## config.mk

```make
export PLATFORM = sky130hd
export DESIGN_NAME = hp_capture_flat
export DESIGN_NICKNAME = d
export VERILOG_FILES = /design/src/rtl/hp_capture_if.sv /design/src/rtl/hp_capture.sv /design/src/flat_wrapper.sv
export SDC_FILE = /design/constraint.sdc
export NUM_CORES = 1
export LEC_CHECK = 0
export BUFFER_PORTS_ARGS = -buffer_cell sky130_fd_sc_hd__buf_2
export CAP_MARGIN = 10
export CORE_MARGIN = 2
export CORE_UTILIZATION = 35
export DETAILED_ROUTE_END_ITERATION = 12
export RECOVER_POWER = 25
export SETUP_SLACK_MARGIN = 0.02
export SLEW_MARGIN = 20
export SYNTH_ARGS = -nofsm -noshare
export SYNTH_HDL_FRONTEND = slang
export SYNTH_SLANG_ARGS = --single-unit
```

## constraint.sdc

```tcl
create_clock -name CLK -period 2.5 [get_ports CLK]
set_clock_uncertainty 0.2 [all_clocks]
set_input_delay 0.5 -clock CLK [delete_from_list [all_inputs] [get_ports CLK]]
set_output_delay 0.5 -clock CLK [all_outputs]
set_load 0.01 [all_outputs]
```

## src/rtl/hp_capture_if.sv

```systemverilog
// Framebuffer BRAM write port driven by the HP capture stage.
interface hp_capture_if #(
  parameter int ADDR_W = 18
);
  logic [ADDR_W-1:0] BRAM_ADDR;
  logic [7:0]        BRAM_DIN;
  logic              BRAM_WE;

  modport master (output BRAM_ADDR, BRAM_DIN, BRAM_WE);
  modport slave  (input  BRAM_ADDR, BRAM_DIN, BRAM_WE);
endinterface

```

## src/rtl/hp_capture.sv

```systemverilog
// HP raw display capture: synchronises the HP pixel interface into CLK and
// writes the active window to the framebuffer at Y*H_ACTIVE + X.
module hp_capture #(
  parameter int H_ACTIVE = 576,
  parameter int V_ACTIVE = 378,
  parameter int H_OFFSET = 8,
  parameter int V_OFFSET = 2,
  parameter int ADDR_W   = 18,
  parameter int SYNC_POL = 1
) (
  input  logic       CLK,
  input  logic       RESET,
  input  logic       ENABLE,
  input  logic       HP_PCLK,
  input  logic       HP_HSYNC,
  input  logic       HP_VSYNC,
  input  logic [1:0] HP_VIDEO,
  hp_capture_if.master bram,
  output logic       FRAME_DONE,
  output logic       SYNC_ERR
);

  localparam int X_W      = (H_ACTIVE > 1) ? $clog2(H_ACTIVE) : 1;
  localparam int Y_W      = (V_ACTIVE > 1) ? $clog2(V_ACTIVE) : 1;
  localparam int SKIP_MAX = (H_OFFSET > V_OFFSET) ? H_OFFSET : V_OFFSET;
  localparam int S_W      = $clog2(SKIP_MAX + 1);

  typedef enum logic [2:0] {
    WAIT_VS,
    V_SKIP,
    WAIT_HS,
    H_SKIP,
    CAPTURE,
    LINE_END
  } state_t;

  state_t            state;
  logic [S_W-1:0]    skip_cnt;
  logic [X_W-1:0]    x_cnt;
  logic [Y_W-1:0]    y_cnt;
  logic [ADDR_W-1:0] line_base;

  logic       hs_in;
  logic       vs_in;
  logic [4:0] raw;
  logic [4:0] sync1;
  logic [4:0] sync2;
  logic [4:0] stage3;
  logic [2:0] prev;
  logic [2:0] rise;
  logic       pclk_rise;
  logic       hs_rise;
  logic       vs_rise;
  logic [1:0] video;
  logic       end_line;

  // Syncs are normalised to active-high before synchronisation.
  always_comb begin
    hs_in = (SYNC_POL != 0) ? HP_HSYNC : ~HP_HSYNC;
    vs_in = (SYNC_POL != 0) ? HP_VSYNC : ~HP_VSYNC;
    raw   = {HP_PCLK, hs_in, vs_in, HP_VIDEO};
  end

  always_ff @(posedge CLK) begin
    if (RESET) begin
      sync1  <= '0;
      sync2  <= '0;
      stage3 <= '0;
      prev   <= '0;
    end else begin
      sync1  <= raw;
      sync2  <= sync1;
      stage3 <= sync2;
      prev   <= stage3[4:2];
    end
  end

  // Video comes from the same stage as the PCLK edge so the pair stays aligned.
  always_comb begin
    rise      = stage3[4:2] & ~prev;
    pclk_rise = rise[2];
    hs_rise   = rise[1];
    vs_rise   = rise[0];
    video     = stage3[1:0];
    end_line  = (state == LINE_END) ||
                (hs_rise && (state == CAPTURE || state == H_SKIP));
  end

  always_ff @(posedge CLK) begin
    if (RESET) begin
      state          <= WAIT_VS;
      skip_cnt       <= '0;
      x_cnt          <= '0;
      y_cnt          <= '0;
      line_base      <= '0;
      bram.BRAM_ADDR <= '0;
      bram.BRAM_DIN  <= '0;
      bram.BRAM_WE   <= 1'b0;
      FRAME_DONE     <= 1'b0;
      SYNC_ERR       <= 1'b0;
    end else begin
      bram.BRAM_WE <= 1'b0;
      FRAME_DONE   <= 1'b0;
      if (vs_rise && state != WAIT_VS) begin
        SYNC_ERR <= 1'b1;
        skip_cnt <= '0;
        state    <= ENABLE ? V_SKIP : WAIT_VS;
      end else if (end_line) begin
        // A truncating HSYNC also opens the next line, so go straight to H_SKIP.
        if (y_cnt == Y_W'(V_ACTIVE - 1)) begin
          FRAME_DONE <= 1'b1;
          SYNC_ERR   <= 1'b0;
          state      <= WAIT_VS;
        end else begin
          y_cnt     <= y_cnt + 1'b1;
          line_base <= line_base + ADDR_W'(H_ACTIVE);
          skip_cnt  <= '0;
          state     <= hs_rise ? H_SKIP : WAIT_HS;
        end
      end else begin
        case (state)
          WAIT_VS: begin
            if (vs_rise && ENABLE) begin
              skip_cnt <= '0;
              state    <= V_SKIP;
            end
          end
          V_SKIP: begin
            if (hs_rise) begin
              if (skip_cnt == S_W'(V_OFFSET - 1)) begin
                y_cnt     <= '0;
                line_base <= '0;
                state     <= WAIT_HS;
              end else begin
                skip_cnt <= skip_cnt + 1'b1;
              end
            end
          end
          WAIT_HS: begin
            if (hs_rise) begin
              skip_cnt <= '0;
              state    <= H_SKIP;
            end
          end
          H_SKIP: begin
            if (pclk_rise) begin
              if (skip_cnt == S_W'(H_OFFSET - 1)) begin
                x_cnt <= '0;
                state <= CAPTURE;
              end else begin
                skip_cnt <= skip_cnt + 1'b1;
              end
            end
          end
          CAPTURE: begin
            if (pclk_rise) begin
              bram.BRAM_ADDR <= line_base + ADDR_W'(x_cnt);
              bram.BRAM_DIN  <= {4{video}};
              bram.BRAM_WE   <= 1'b1;
              if (x_cnt == X_W'(H_ACTIVE - 1)) begin
                state <= LINE_END;
              end else begin
                x_cnt <= x_cnt + 1'b1;
              end
            end
          end
          default: state <= WAIT_VS;
        endcase
      end
    end
  end

endmodule

```

## src/flat_wrapper.sv

```systemverilog
// flat-port wrapper written by rule: the top's interface ports become plain ports
module hp_capture_flat 
#(
  parameter int H_ACTIVE = 576,
  parameter int V_ACTIVE = 378,
  parameter int H_OFFSET = 8,
  parameter int V_OFFSET = 2,
  parameter int ADDR_W   = 18,
  parameter int SYNC_POL = 1
)
  (CLK, RESET, ENABLE, HP_PCLK, HP_HSYNC, HP_VSYNC, HP_VIDEO, FRAME_DONE, SYNC_ERR, bram_BRAM_ADDR, bram_BRAM_DIN, bram_BRAM_WE);
  hp_capture_if #(.ADDR_W(ADDR_W)) bram_i ();
  input  logic CLK;
  input  logic RESET;
  input  logic ENABLE;
  input  logic HP_PCLK;
  input  logic HP_HSYNC;
  input  logic HP_VSYNC;
  input  logic [1:0] HP_VIDEO;
  output logic FRAME_DONE;
  output logic SYNC_ERR;
  output wire logic [$bits(bram_i.BRAM_ADDR)-1:0] bram_BRAM_ADDR;
  output wire logic [$bits(bram_i.BRAM_DIN)-1:0] bram_BRAM_DIN;
  output wire logic [$bits(bram_i.BRAM_WE)-1:0] bram_BRAM_WE;
  assign bram_BRAM_ADDR = bram_i.BRAM_ADDR;
  assign bram_BRAM_DIN = bram_i.BRAM_DIN;
  assign bram_BRAM_WE = bram_i.BRAM_WE;
  hp_capture #(.H_ACTIVE(H_ACTIVE), .V_ACTIVE(V_ACTIVE), .H_OFFSET(H_OFFSET), .V_OFFSET(V_OFFSET), .ADDR_W(ADDR_W), .SYNC_POL(SYNC_POL)) u_core (.CLK(CLK), .RESET(RESET), .ENABLE(ENABLE), .HP_PCLK(HP_PCLK), .HP_HSYNC(HP_HSYNC), .HP_VSYNC(HP_VSYNC), .HP_VIDEO(HP_VIDEO), .bram(bram_i), .FRAME_DONE(FRAME_DONE), .SYNC_ERR(SYNC_ERR));
endmodule
```

==> impl_metrics.csv <==
group,metric,value,unit
status,status,"complete, no violations",
floorplanning,io_pins,37,
timing,setup_slack,182,ps
grt,grt_pass1_wl,15000,um
timing,tightest_slew,832,ps
logic_synthesis,syn_nets,473,
floorplanning,start_util,35.7,%
critical_path,cp-start-kind,"flip-flop",
timing,hold_ws,149,ps
logic_synthesis,yosysWarnings,0,
grt,grt_max_degree,32,
floorplanning,die_x,109,um
final_layout,multi_input_area,2130,um^2
placement,dpl_worst_slack,148,ps
logic_synthesis,synth.distinct_cells,64,
route,firstDrtPassIters,4,
placement,gp_congestion,0.887,
floorplanning,row_count,38,
timing,max_freq,431,MHz
critical_path,crit_start,"u_core.state[2]",
timing,finalCriticalPeriod,2320,ps
grt,antenna_found_initial,0,
logic_synthesis,synthCells,455,
route,wl_met1,4450,um
cts,cts_inserted_buffers,9,
timing,finalSetupViolations,0,
cts,cts_tree,"done",
cts,clockBufferDepth,2,
critical_path,crit_type,"flip-flop to flip-flop",
grt,grt_overflow_total,0,
grt,track_usage,16.1,%
route,ant_nets,0,
flow_run,drv_cap,0,
logic_synthesis,synth_seq_cells,79,
logic_synthesis,synth-edff-count,0,
final_layout,drive_gt1_share,17.3,%
final_layout,antenna_cells,0,
placement,placed_cells,632,
timing,hold_viol,0,
grt,grt_pass1_vias,3161,
timing,slew_violations,0,
final_layout,nets,521,
cts,h-tree-depth,3,
route,top_layer,"met4",
critical_path,regToRegSetupSlack,180,ps
final_layout,layout_commonest_cell,"dfxtp_1",
timing,relSlewSlack,44.5,%
critical_path,rr_worst_depth,6,
power,power,0.00228,W
placement,place_hpwl,6610,um
cts,hold_buffers,0,
critical_path,endpoint,"u_core.y_cnt[1]",
floorplanning,die_h,109,um
route,dr_wl_met3,428,um
critical_path,r2r_start,"u_core.state[2]",
floorplanning,die_area,11900,um^2
route,wire_per_inst,14.0,um
cts,clock_sinks,79,
cts,post_cts_buffers,0,
critical_path,crit_path_max_fanout,14,
final_layout,final_cell_mix,"78 x dfxtp_1, 53 x nand2_1, 38 x a21oi_1",
logic_synthesis,seq_area_frac_synth,40.8,%
floorplanning,core_area,10800,um^2
critical_path,cp_data_arrival_time,2390,ps
critical_path,cp.required,2570,ps
logic_synthesis,ys.flop_type,"dfxtp_1",
route,routed_wl,9080,um
cts,clock_latency,360,ps
final_layout,fill_cells,1120,
power,power_density,507,nW/um^2
final_layout,syn2layout_area_growth,16.3,%
route,via_count,3411,
timing,final.period_utilization,92.7,%
route,drc,0,
placement,io_buffer_count,36,
timing,setup_tns,0,ps
power,ir_drop,0.405,mV
route,first_iter_violations,269,
logic_synthesis,avgSynthCellArea,8.51,um^2
final_layout,register_area,1580,um^2
min_path,hp-start,"HP_PCLK",
route,vias_per_cell,5.26,
power,cellLeakagePower,1.66,nW
min_path,worst_hold_path_type,"primary input to flip-flop",
logic_synthesis,netlist_area,3870,um^2
final_layout,stdcell_count,648,
logic_synthesis,synthArstFlopShare,0,%
critical_path,crit_path_end_kind,"flip-flop",
route,dr_wl_met2,4080,um
cts,cts_root_buffer,"clkbuf_8",
critical_path,reg2reg_to,"u_core.y_cnt[1]",
cts,clk_pin_slew,90,ps
final cells by class:
| cell class | count | area share, % |
|---|---|---|
| multi-input combinational | 338 | 47.2 |
| sequential | 79 | 35.1 |
| timing repair buffer | 67 | 8.75 |
| tap | 140 | 3.89 |
| clock buffer | 9 | 2.75 |
| clock inverter | 7 | 1.56 |
| inverter | 8 | 0.667 |
registers in the layout, summed over array words and instances, names as in the netlist:
name                   cells
u_core.bram.BRAM_ADDR     18
u_core.line_base          12
u_core.x_cnt              10
u_core.y_cnt               9
u_core.stage3              5
u_core.sync1               5
u_core.sync2               5
u_core.skip_cnt            4
u_core.prev                3
u_core.state               3
u_core.bram.BRAM_DIN       2
u_core.FRAME_DONE          1
u_core.SYNC_ERR            1
u_core.bram.BRAM_WE        1
routing by layer:
| metal | vias to the layer above | GRT usage, % |
|---|---|---|
| li1 | 1736 | - |
| met1 | 1590 | 20.3 |
| met2 | 74 | 26.3 |
| met3 | 11 | 4.24 |
| met4 | 0 | 5.88 |
| met5 | - | 0 |
logic make-up after synthesis:
kind of cell | count (synthesis) | synth area share, %
and+or+nand+nor | 192 | 26.2
AOI/OAI and AO/OA | 116 | 20.0
DFF | 79 | 40.8
buffers and inverters | 38 | 4.85
xor gates and xnor gates | 11 | 2.49
adders and majority gates | 10 | 3.23
muxes | 9 | 2.36
worst min-delay path by stage:
stage | end | slack, ps | cells after the start
after floorplan | u_core.stage3[0] | 210 | 1
after global routing | u_core.sync1[4] | 130 | 2
after CTS | u_core.sync1[4] | 130 | 2
final | u_core.sync1[4] | 150 | 2
after global placement | u_core.stage3[4] | 220 | 1
after detailed placement | u_core.sync2[1] | 220 | 1
per-stage QoR:
step           cell area [um^2]  util, %
2_1_floorplan              3870        -
3_3_place_gp               4310     39.7
3_5_place_dp               4310     39.7
4_1_cts                    4500     41.5
5_1_grt                    4500     41.6
6_report                   4500     41.6
synth_stat cells, types with 2 or more instances:
cell	instances	share of area [%]
clkbuf_1	11	1.1
nor3b_1	2	0.39
or4_1	6	1.2
o21ai_0	6	0.78
and2_1	4	0.65
nand2b_1	10	1.6
and4_1	2	0.45
xnor2_1	3	0.68
ha_1	10	3.2
or3_1	7	1.1
nand3_1	22	2.8
xor2_1	8	1.8
and3_1	5	0.81
a41o_1	3	0.78
buf_1	2	0.19
nand4b_1	2	0.45
nor2b_1	23	3.7
nor4_1	2	0.32
nor2_1	26	2.5
a31o_2	2	0.45
mux2i_1	8	2.1
o21a_1	3	0.58
inv_1	5	0.48
a21oi_1	38	4.9
nor3_1	10	1.3
buf_4	7	1.4
a211oi_1	13	2.5
a311oi_1	2	0.45
nand2_1	53	5.1
a21boi_1	4	0.78
o21ai_1	12	1.6
o31ai_1	9	1.7
nand4_1	6	0.97
dfxtp_1	79	41
a211o_1	2	0.45
a32o_1	2	0.52
o211ai_1	2	0.39
a31oi_1	4	0.65
nand3b_1	5	0.97
a2bb2oi_1	2	0.45
buf_2	9	1.2
inv_2	2	0.19
what timing repair did:
action                                 in CTS  in global routing
setup endpoints to repair                   0                 16
resized for setup                           0                  4
endpoints found under the hold margin       0                  0
critical path, stage by stage (launching register included):
cell	delay, ps
dfxtp_1	390
or3_1	480
a22oi_2	320
o21ai_4	190
buf_4	200
or3_1	300
a21oi_1	150
where the power goes:
group	switching [W]	internal [W]
Combinational	0.0000412	0.0000225
Clock	0.000485	0.000463
Sequential	0.00000361	0.00127
Total	0.000530	0.00175
No activity file was read; power rests on OpenSTA's default activity.
